==> src/rtl/ksa_shuffle.sv <==
// KSA swap loop for RC4: walks i over a pre-initialised 256-byte S memory,
// accumulating j and swapping S[i]/S[j] through a synchronous single-port RAM.
module ksa_shuffle #(
  parameter int KEY_BYTES = 3
) (
  input  logic        CLOCK_50,
  input  logic        reset,
  input  logic        start,
  input  logic [23:0] secret_key,
  output logic [7:0]  address,
  output logic [7:0]  data,
  output logic        wren,
  input  logic [7:0]  q,
  output logic        busy,
  output logic        done
);

  typedef enum logic [3:0] {
    IDLE, READ_I, WAIT_I, GET_I, READ_J, WAIT_J, GET_J,
    WRITE_I, WRITE_J, NEXT, DONE
  } state_t;

  state_t      state, next_state;
  logic [7:0]  i, j, si, sj;
  logic [1:0]  key_idx;
  logic [7:0]  key_byte;

  always_comb begin
    key_byte = secret_key[7:0];
    case (key_idx)
      2'd0:    key_byte = secret_key[23:16];
      2'd1:    key_byte = secret_key[15:8];
      default: key_byte = secret_key[7:0];
    endcase
  end

  always_ff @(posedge CLOCK_50 or posedge reset) begin
    if (reset) state <= IDLE;
    else       state <= next_state;
  end

  // Each RAM read takes three states: present address, wait for the registered address, capture q.
  always_comb begin
    next_state = state;
    case (state)
      IDLE:    if (start) next_state = READ_I;
      READ_I:  next_state = WAIT_I;
      WAIT_I:  next_state = GET_I;
      GET_I:   next_state = READ_J;
      READ_J:  next_state = WAIT_J;
      WAIT_J:  next_state = GET_J;
      GET_J:   next_state = WRITE_I;
      WRITE_I: next_state = WRITE_J;
      WRITE_J: next_state = NEXT;
      NEXT:    next_state = (i == 8'd255) ? DONE : READ_I;
      DONE:    if (!start) next_state = IDLE;
      default: next_state = IDLE;
    endcase
  end

  always_ff @(posedge CLOCK_50 or posedge reset) begin
    if (reset) begin
      i       <= 8'd0;
      j       <= 8'd0;
      si      <= 8'd0;
      sj      <= 8'd0;
      key_idx <= 2'd0;
    end else begin
      case (state)
        IDLE: begin
          if (start) begin
            i       <= 8'd0;
            j       <= 8'd0;
            key_idx <= 2'd0;
          end
        end
        GET_I: begin
          si <= q;
          j  <= j + q + key_byte;
        end
        GET_J: sj <= q;
        NEXT: begin
          if (i != 8'd255) i <= i + 8'd1;
          key_idx <= (key_idx == 2'(KEY_BYTES - 1)) ? 2'd0 : key_idx + 2'd1;
        end
        default: ;
      endcase
    end
  end

  // An i==j iteration simply writes the same byte twice, so no special case is needed.
  always_comb begin
    address = 8'd0;
    data    = 8'd0;
    wren    = 1'b0;
    case (state)
      READ_I, WAIT_I: address = i;
      READ_J, WAIT_J: address = j;
      WRITE_I: begin
        address = i;
        data    = sj;
        wren    = 1'b1;
      end
      WRITE_J: begin
        address = j;
        data    = si;
        wren    = 1'b1;
      end
      default: ;
    endcase
  end

  assign busy = (state != IDLE) && (state != DONE);
  assign done = (state == DONE);

endmodule

==> config.mk <==
export PLATFORM = sky130hd
export DESIGN_NAME = ksa_shuffle
export DESIGN_NICKNAME = d
export VERILOG_FILES = /design/src/rtl/ksa_shuffle.sv
export SDC_FILE = /design/constraint.sdc
export NUM_CORES = 1
export LEC_CHECK = 0
export ABC_AREA = 1
export CORE_MARGIN = 10
export CORE_UTILIZATION = 44
export DETAILED_ROUTE_END_ITERATION = 12
export MAX_ROUTING_LAYER = met4
export PLACE_DENSITY = 0.71
export SYNTH_ARGS = -nofsm -noshare
export SYNTH_HDL_FRONTEND = slang
export SYNTH_SLANG_ARGS = --single-unit
==> constraint.sdc <==
create_clock -name CLOCK_50 -period 3.2 [get_ports CLOCK_50]
set_input_delay 0.32 -clock CLOCK_50 [delete_from_list [all_inputs] [get_ports CLOCK_50]]
set_output_delay 0.32 -clock CLOCK_50 [all_outputs]
set_load 0.01 [all_outputs]
==> impl_results.md <==
* Routed Antenna Nets at 0
* Worst EP required at 3.39 ns
* Crit path buf inv count at 4
* Crit path launch type: flop
* Max VDD drop at 618 µV
* Clock Path Buffers at 2
* FILL cells at between 500 and 600
* Max FO, Critical Path at 9
* Slew headroom at 0.529
* Synth top area share at 0.375
* Layout Skew at 0.00396 ns
* Drt first pass iters at 5
* Total Die Area at 9190 µm²
* CTS tree: built
* CP Cell Sequence: inv_1 > nand2_1 > inv_1 > nand2_1 > nand3_1 > fa_1 > ha_1 > inv_1 > fa_1 > nor3_1 > nor2_1 > inv_1 > nand2_1 > nand3_1 > nand2_1
* Fin. max-slew vios at 0
* Clock-pin slew on the worst setup and hold paths at 0.08 ns
* Synth Register Bits at 38
* Post_cts resized at 0
* Multi-input gate area at 1330 µm²
* Initial core utilization at 0.457
* Type of the worst min-delay path: input port to async pin
* Final core utilization at 0.583
* Critical Path AT at 3.06 ns
* Kind of critical path: flop to flop
* Slowest CP cell: dfrtp_1
* Clk root buf: clkbuf_8
* Final worst path period share at 0.898
* Library cells used by synthesis at 34
* Mapped Area at roughly 2500 µm²
* Placed wire-length estimate at between 5000 and 6000 µm
* Synthesized netlist cell count at 326
* GP Congestion at 0.903
* Final setup TNS at 0 ns
* Setup-failing EPs final at 0
* Via density per instance at 5.05
* Number of buffers inserted by hold repair at cts at 0
* Gr ovfl total at 0
* Synth-to-layout area growth at 27.5%
* Worst path max stage delay at 0.52 ns
* Antenna violations before repair at 0
* Rows at 27
* Fmax at roughly 350 MHz
* Initial DRC count at 169
* Diode count at 0
* RSZ-0062 raised after global routing: false
* Status: completed
* MaxCap Viol Count at 0
* First-pass GRT wire length at 11100 µm
* Vias in the first global route at approximately 2300
* Core Box Area at between 5000 and 6000 µm²
* Largest net degree at the start of global routing at 39
* P_leak at between 1.5 and 2 nW
* Reg2reg setup slack at 0.33 ns
* Power Density at 951 nW/µm²
* CTS buffer count at 5
* CTS H-tree depth at 2
* Top area cells in the synthesized netlist: dfrtp_1 38%, nand2_1 14%, inv_1 7.3%
* IO Pins at 54
* NumNets Final at 432
* Vias at 2299
* Final hold vios at 0
* Die Ht at about 96 µm
* Clk_lat worst skew at 0.29 ns
* Register area share after synthesis at 0.375
* Die width at ~96 µm
* Largest delay contributor family on the critical path: adder cells
* Syn avg cell area at 7.77 µm²
* Postcts setup bufs at 0
* Setup crit end kind: flop
* Residual DRC at 0
* Clock sinks at 38
* Largest area contributor in the netlist: dfrtp_1
* Share of post-route cells with drive strength above 1 at 0.0992
* Worst-margin pin slew at between 0.7 and 0.8 ns
* Storage element area at 951 µm²
* Avg WL per Cell at 14.7 µm
* GRT Overall Usage at 0.158
* Min Tclk post-route at approximately 2.9 ns
* Syn nets at approximately 380
* PortBufs at 53
* Warnings, synthesis at 0
* Routed wire length at roughly 6700 µm
[flip-flops by register name, indices dropped and copies added, names as in the netlist]
name,count
key_idx,2
si,8
j,8
i,8
state,4
sj,8
[tightest hold or removal path: stages]
cell and delay, ns:
clkdlybuf4s50_1 0.39, inv_1 0.05, buf_4 0.42
[through the flow]
step	worst slack [ns]	total power [mW]	area, µm²	hold WS [ns]	cells
after CTS	0.368	3.09	3230	0.459	455
after detailed placement	0.380	2.74	3130	0.473	447
final	0.327	3.07	3230	0.445	455
after global placement	0.470	2.68	3130	0.468	447
after global routing	0.138	3.38	3230	0.503	455
after floorplan	0.689	2.20	2530	0.449	326
[where the power goes]
group | internal, mW | total [mW] | switching (mW)
logic | 0.763 | 1.85 | 1.09
registers | 0.693 | 0.871 | 0.177
clock network | 0.173 | 0.348 | 0.175
[cell usage after synthesis]
library cell,number
inv_2,5
xor2_1,2
o22ai_1,11
or2_2,2
nand2_4,1
nand3_2,2
buf_2,4
o21ai_2,5
o311ai_0,1
nor2_1,7
clkinv_2,1
o21ai_1,12
nand3b_1,1
nor3_1,3
a21oi_1,5
nand2_2,2
inv_1,49
nand3_1,25
ha_1,7
buf_4,2
xnor2_1,1
a22oi_1,1
dfrtp_1,38
fa_1,8
nand2_1,95
a32o_1,8
nor2_2,4
a21oi_2,1
nor2_4,3
nand4_1,4
o221ai_1,1
o31ai_2,1
o21ai_0,13
inv_4,1
[cells by family after synthesis]
family	count (synthesis)	synth area share
AND/OR/NAND/NOR	149	0.265
adder cells (fa/ha/maj)	15	0.0978
flip-flops	38	0.375
AO/OA/AOI/OAI	59	0.154
XOR/XNOR	3	0.0104
buffers and inverters	62	0.0983
[cell type report]
type,count,share of cell area
inverters,56,0.0663
flip-flops and latches,38,0.294
multi-input cells,226,0.413
clock inverters,2,0.00387
clock buffers,6,0.0256
well taps,72,0.0279
repair buffers,55,0.169
[path summary, 6_finish.rpt]
kind,start,end,cells after the start
max,key_idx[1],j[7],15
min,reset,si[6],3
max reg2reg,key_idx[1],j[7],15
min reg2reg,si[1],si[1],2
max in group asynchronous,reset,i[4],3
min in group CLOCK_50,si[1],si[1],2
[placed cells by master (no fill, tap or decap), types with 2 or more instances in the layout]
cell type and n:
clkinv_2 2, o21ai_0 13, nand4_1 4, or2_2 2, a21oi_1 5, a32o_1 8, inv_1 49, clkdlybuf4s50_1 53
ha_1 7, buf_4 2, o21ai_1 12, inv_2 5, fa_1 8, nand3_1 25, nand2_1 95, o21ai_2 5
xor2_1 2, nor3_1 3, o22ai_1 11, nor2_1 7, nand3_2 2, nor2_4 3, clkbuf_8 6, nand2_2 2
nor2_2 4, dfrtp_1 38
[layer usage]
| metal | wire length (µm) | share of wire | vias to the layer above | track usage |
|---|---|---|---|---|
| met3 | 299 | 0.045 | 5 | 0.0265 |
| li1 | - | - | 1182 | - |
| met4 | 67 | 0.010 | 0 | 0.0405 |
| met1 | 3060 | 0.46 | 1066 | 0.202 |
| met2 | 3240 | 0.49 | 46 | 0.254 |
| met5 | 0 | 0 | - | - |
Power figures use the tool's default switching activity.
==> RTL change, RTL diff (same settings) <==
Reset style: synchronous (`reset`), changed in 2 clocked blocks.
--- a/src/rtl/ksa_shuffle.sv
+++ b/src/rtl/ksa_shuffle.sv
@@ -35,5 +35,5 @@
   end
 
-  always_ff @(posedge CLOCK_50 or posedge reset) begin
+  always_ff @(posedge CLOCK_50) begin
     if (reset) state <= IDLE;
     else       state <= next_state;
@@ -59,5 +59,5 @@
   end
 
-  always_ff @(posedge CLOCK_50 or posedge reset) begin
+  always_ff @(posedge CLOCK_50) begin
     if (reset) begin
       i       <= 8'd0;
Check against the original RTL: differs if reset is asserted again (counterexample within 4 cycles, from zero or initial values and one cycle with reset high); with reset held inactive, the same outputs for 10 cycles.
==> RTL change against the original RTL <==
Critical endpoint is now j[5]$_SDFFE_PP0P_. Setup slack better by 0.18 ns. Via count increased by 8.4%. Sequential share of layout area is 5.9 points lower. Design area barely moved. Routed wire length rose by 6.4%. Sequential cell count stayed put. Synthesized cell count up 12%. Hold slack better by 0.024 ns. Area after synthesis is 1.8% lower. Core utilization is 0.31 points higher.
Power is not compared: it rests on default switching activity, and its combinational part moved more than twofold at a synthesized area within 25%.
==> RTL change: results (changes against the original RTL) <==
[setup_path]
crit_fanout=6  ; -3
r2r-end=j[5]$_SDFFE_PP0P_
crit-reg2reg-launch=key_idx[1]$_SDFFE_PP0P_
arrival_ns=2.87  ; -0.19 ns
cp_slowest_cell=fa_1
worst-r2r-cell-count=14  ; -1
rrSetupSlack_ns=0.51  ; +0.18 ns
max_stage_delay_ns=0.50  ; -0.02 ns

[finish]
nets=470  ; +8.8%
antennaDiodeCount=0  ; unchanged
drive_gt1_share_pct=7.84  ; -2.1 points
n_fill_cell=521  ; -0.38%

[synthesis]
yosys-top-cells-count=nand2_1 (85), nor2_1 (51), inv_1 (40), dfxtp_1 (38), o21ai_0 (31)
ys_top_cells_by_area=dfxtp_1 (31%), nand2_1 (13%), nor2_1 (7.7%), fa_1 (6.4%), o21ai_0 (6.2%)
async_flop_share_pct=0  ; -100 points
yosysSeqAreaShare_pct=30.6  ; -6.9 points
syn_area_per_cell_um2=6.81  ; -12%
syn_nets=415  ; +10%

[routing]
first_iter_violations=152  ; -10%
detail_route.vias_per_cell=5.05  ; about the same
drt_first_pass_iters=4  ; -1
routed_wl_mm=7.10  ; +6.4%
wl_per_cell_um=14.4  ; -1.8%

[timing]
clock_skew_ns=0.0137  ; +0.00969 ns
worst_slew_pin_slew_ns=0.646  ; -0.0595 ns
whs_ns=0.469  ; +0.0240 ns

[cts]
cts_buffers=5  ; unchanged
cts-resized-gates=0  ; unchanged

[grt]
grt_usage_pct=16.9  ; +1.1 points
grt_pass1_vias=2521  ; +7.9%
grt_max_degree=21  ; -46%
grt_pass1_wl_mm=12.0  ; +7.4%
grt_antenna_before_repair=0  ; unchanged

[placed_design]
dpl.hpwl_mm=5.61  ; +3.5%
gp_congestion=0.913  ; +1.0%
placed_area_mm2=0.00309  ; -1.4%
place_inst=485  ; +8.5%
place_ws_ns=0.441  ; +0.0611 ns

[pwr]
powerDensity_mw_per_mm2=384
ir_worst_vdd_uv=254

[run_status]
status=finished clean

[hold_path]
hold_class=flip-flop to flip-flop
hold-path-endpoint=j[6]$_SDFFE_PP0P_

[floorplanning]
start_util_pct=45.2  ; -0.56 points

RTL change: cell types whose count changed in the layout (fill, tap and decap cells not counted), sizes merged, moves of 20 or more:
cell | unedited run | this run
a21oi | 6 | 26
dfrtp | 38 | 0
dfxtp | 0 | 38
nor2 | 14 | 55
RTL change: cell type report:
class	instances	area share, %
Multi-Input combinational cell	271	46.5
Sequential cell	38	23.6
Timing Repair Buffer	57	17.4
Inverter	47	5.47
Tap cell	72	2.79
Clock buffer	5	2.13
Clock inverter	3	2.13
RTL change: cell families after synthesis:
logic type               after synthesis  synth area share [%]
AO/OA/AOI/OAI                         76                  17.4
adder cells (fa/ha/maj)               15                  9.96
flip-flops                            38                  30.6
XOR/XNOR                               1                 0.352
buffers and inverters                 56                  9.05
AND/OR/NAND/NOR                      179                  32.7
RTL change: worst max-delay path by stage:
stage	start	to	slack, ns	cells past startpoint
floorplan	key_idx[1]$_SDFFE_PP0P_	j[5]$_SDFFE_PP0P_	0.66	15
global placement	secret_key[1]	j[5]$_SDFFE_PP0P_	0.48	12
detailed placement	secret_key[1]	j[5]$_SDFFE_PP0P_	0.44	12
CTS	key_idx[1]$_SDFFE_PP0P_	j[5]$_SDFFE_PP0P_	0.52	14
global route	key_idx[1]$_SDFFE_PP0P_	j[5]$_SDFFE_PP0P_	0.32	14
finish	key_idx[1]$_SDFFE_PP0P_	j[5]$_SDFFE_PP0P_	0.51	14
RTL change: metal layers:
metal  vias to the layer above  wire (µm)  track usage (%)
met2                        54       3590             29.4
li1                       1293          -                -
met4                         0         57             3.12
met3                         6        398             3.77
met1                      1138       3060             19.6
met5                         -          0                -
RTL change: report_power, final:
part | internal, mW | switching (mW)
sequential | 0.485 | 0.00938
clock | 0.313 | 0.188
combinational | 0.105 | 0.137
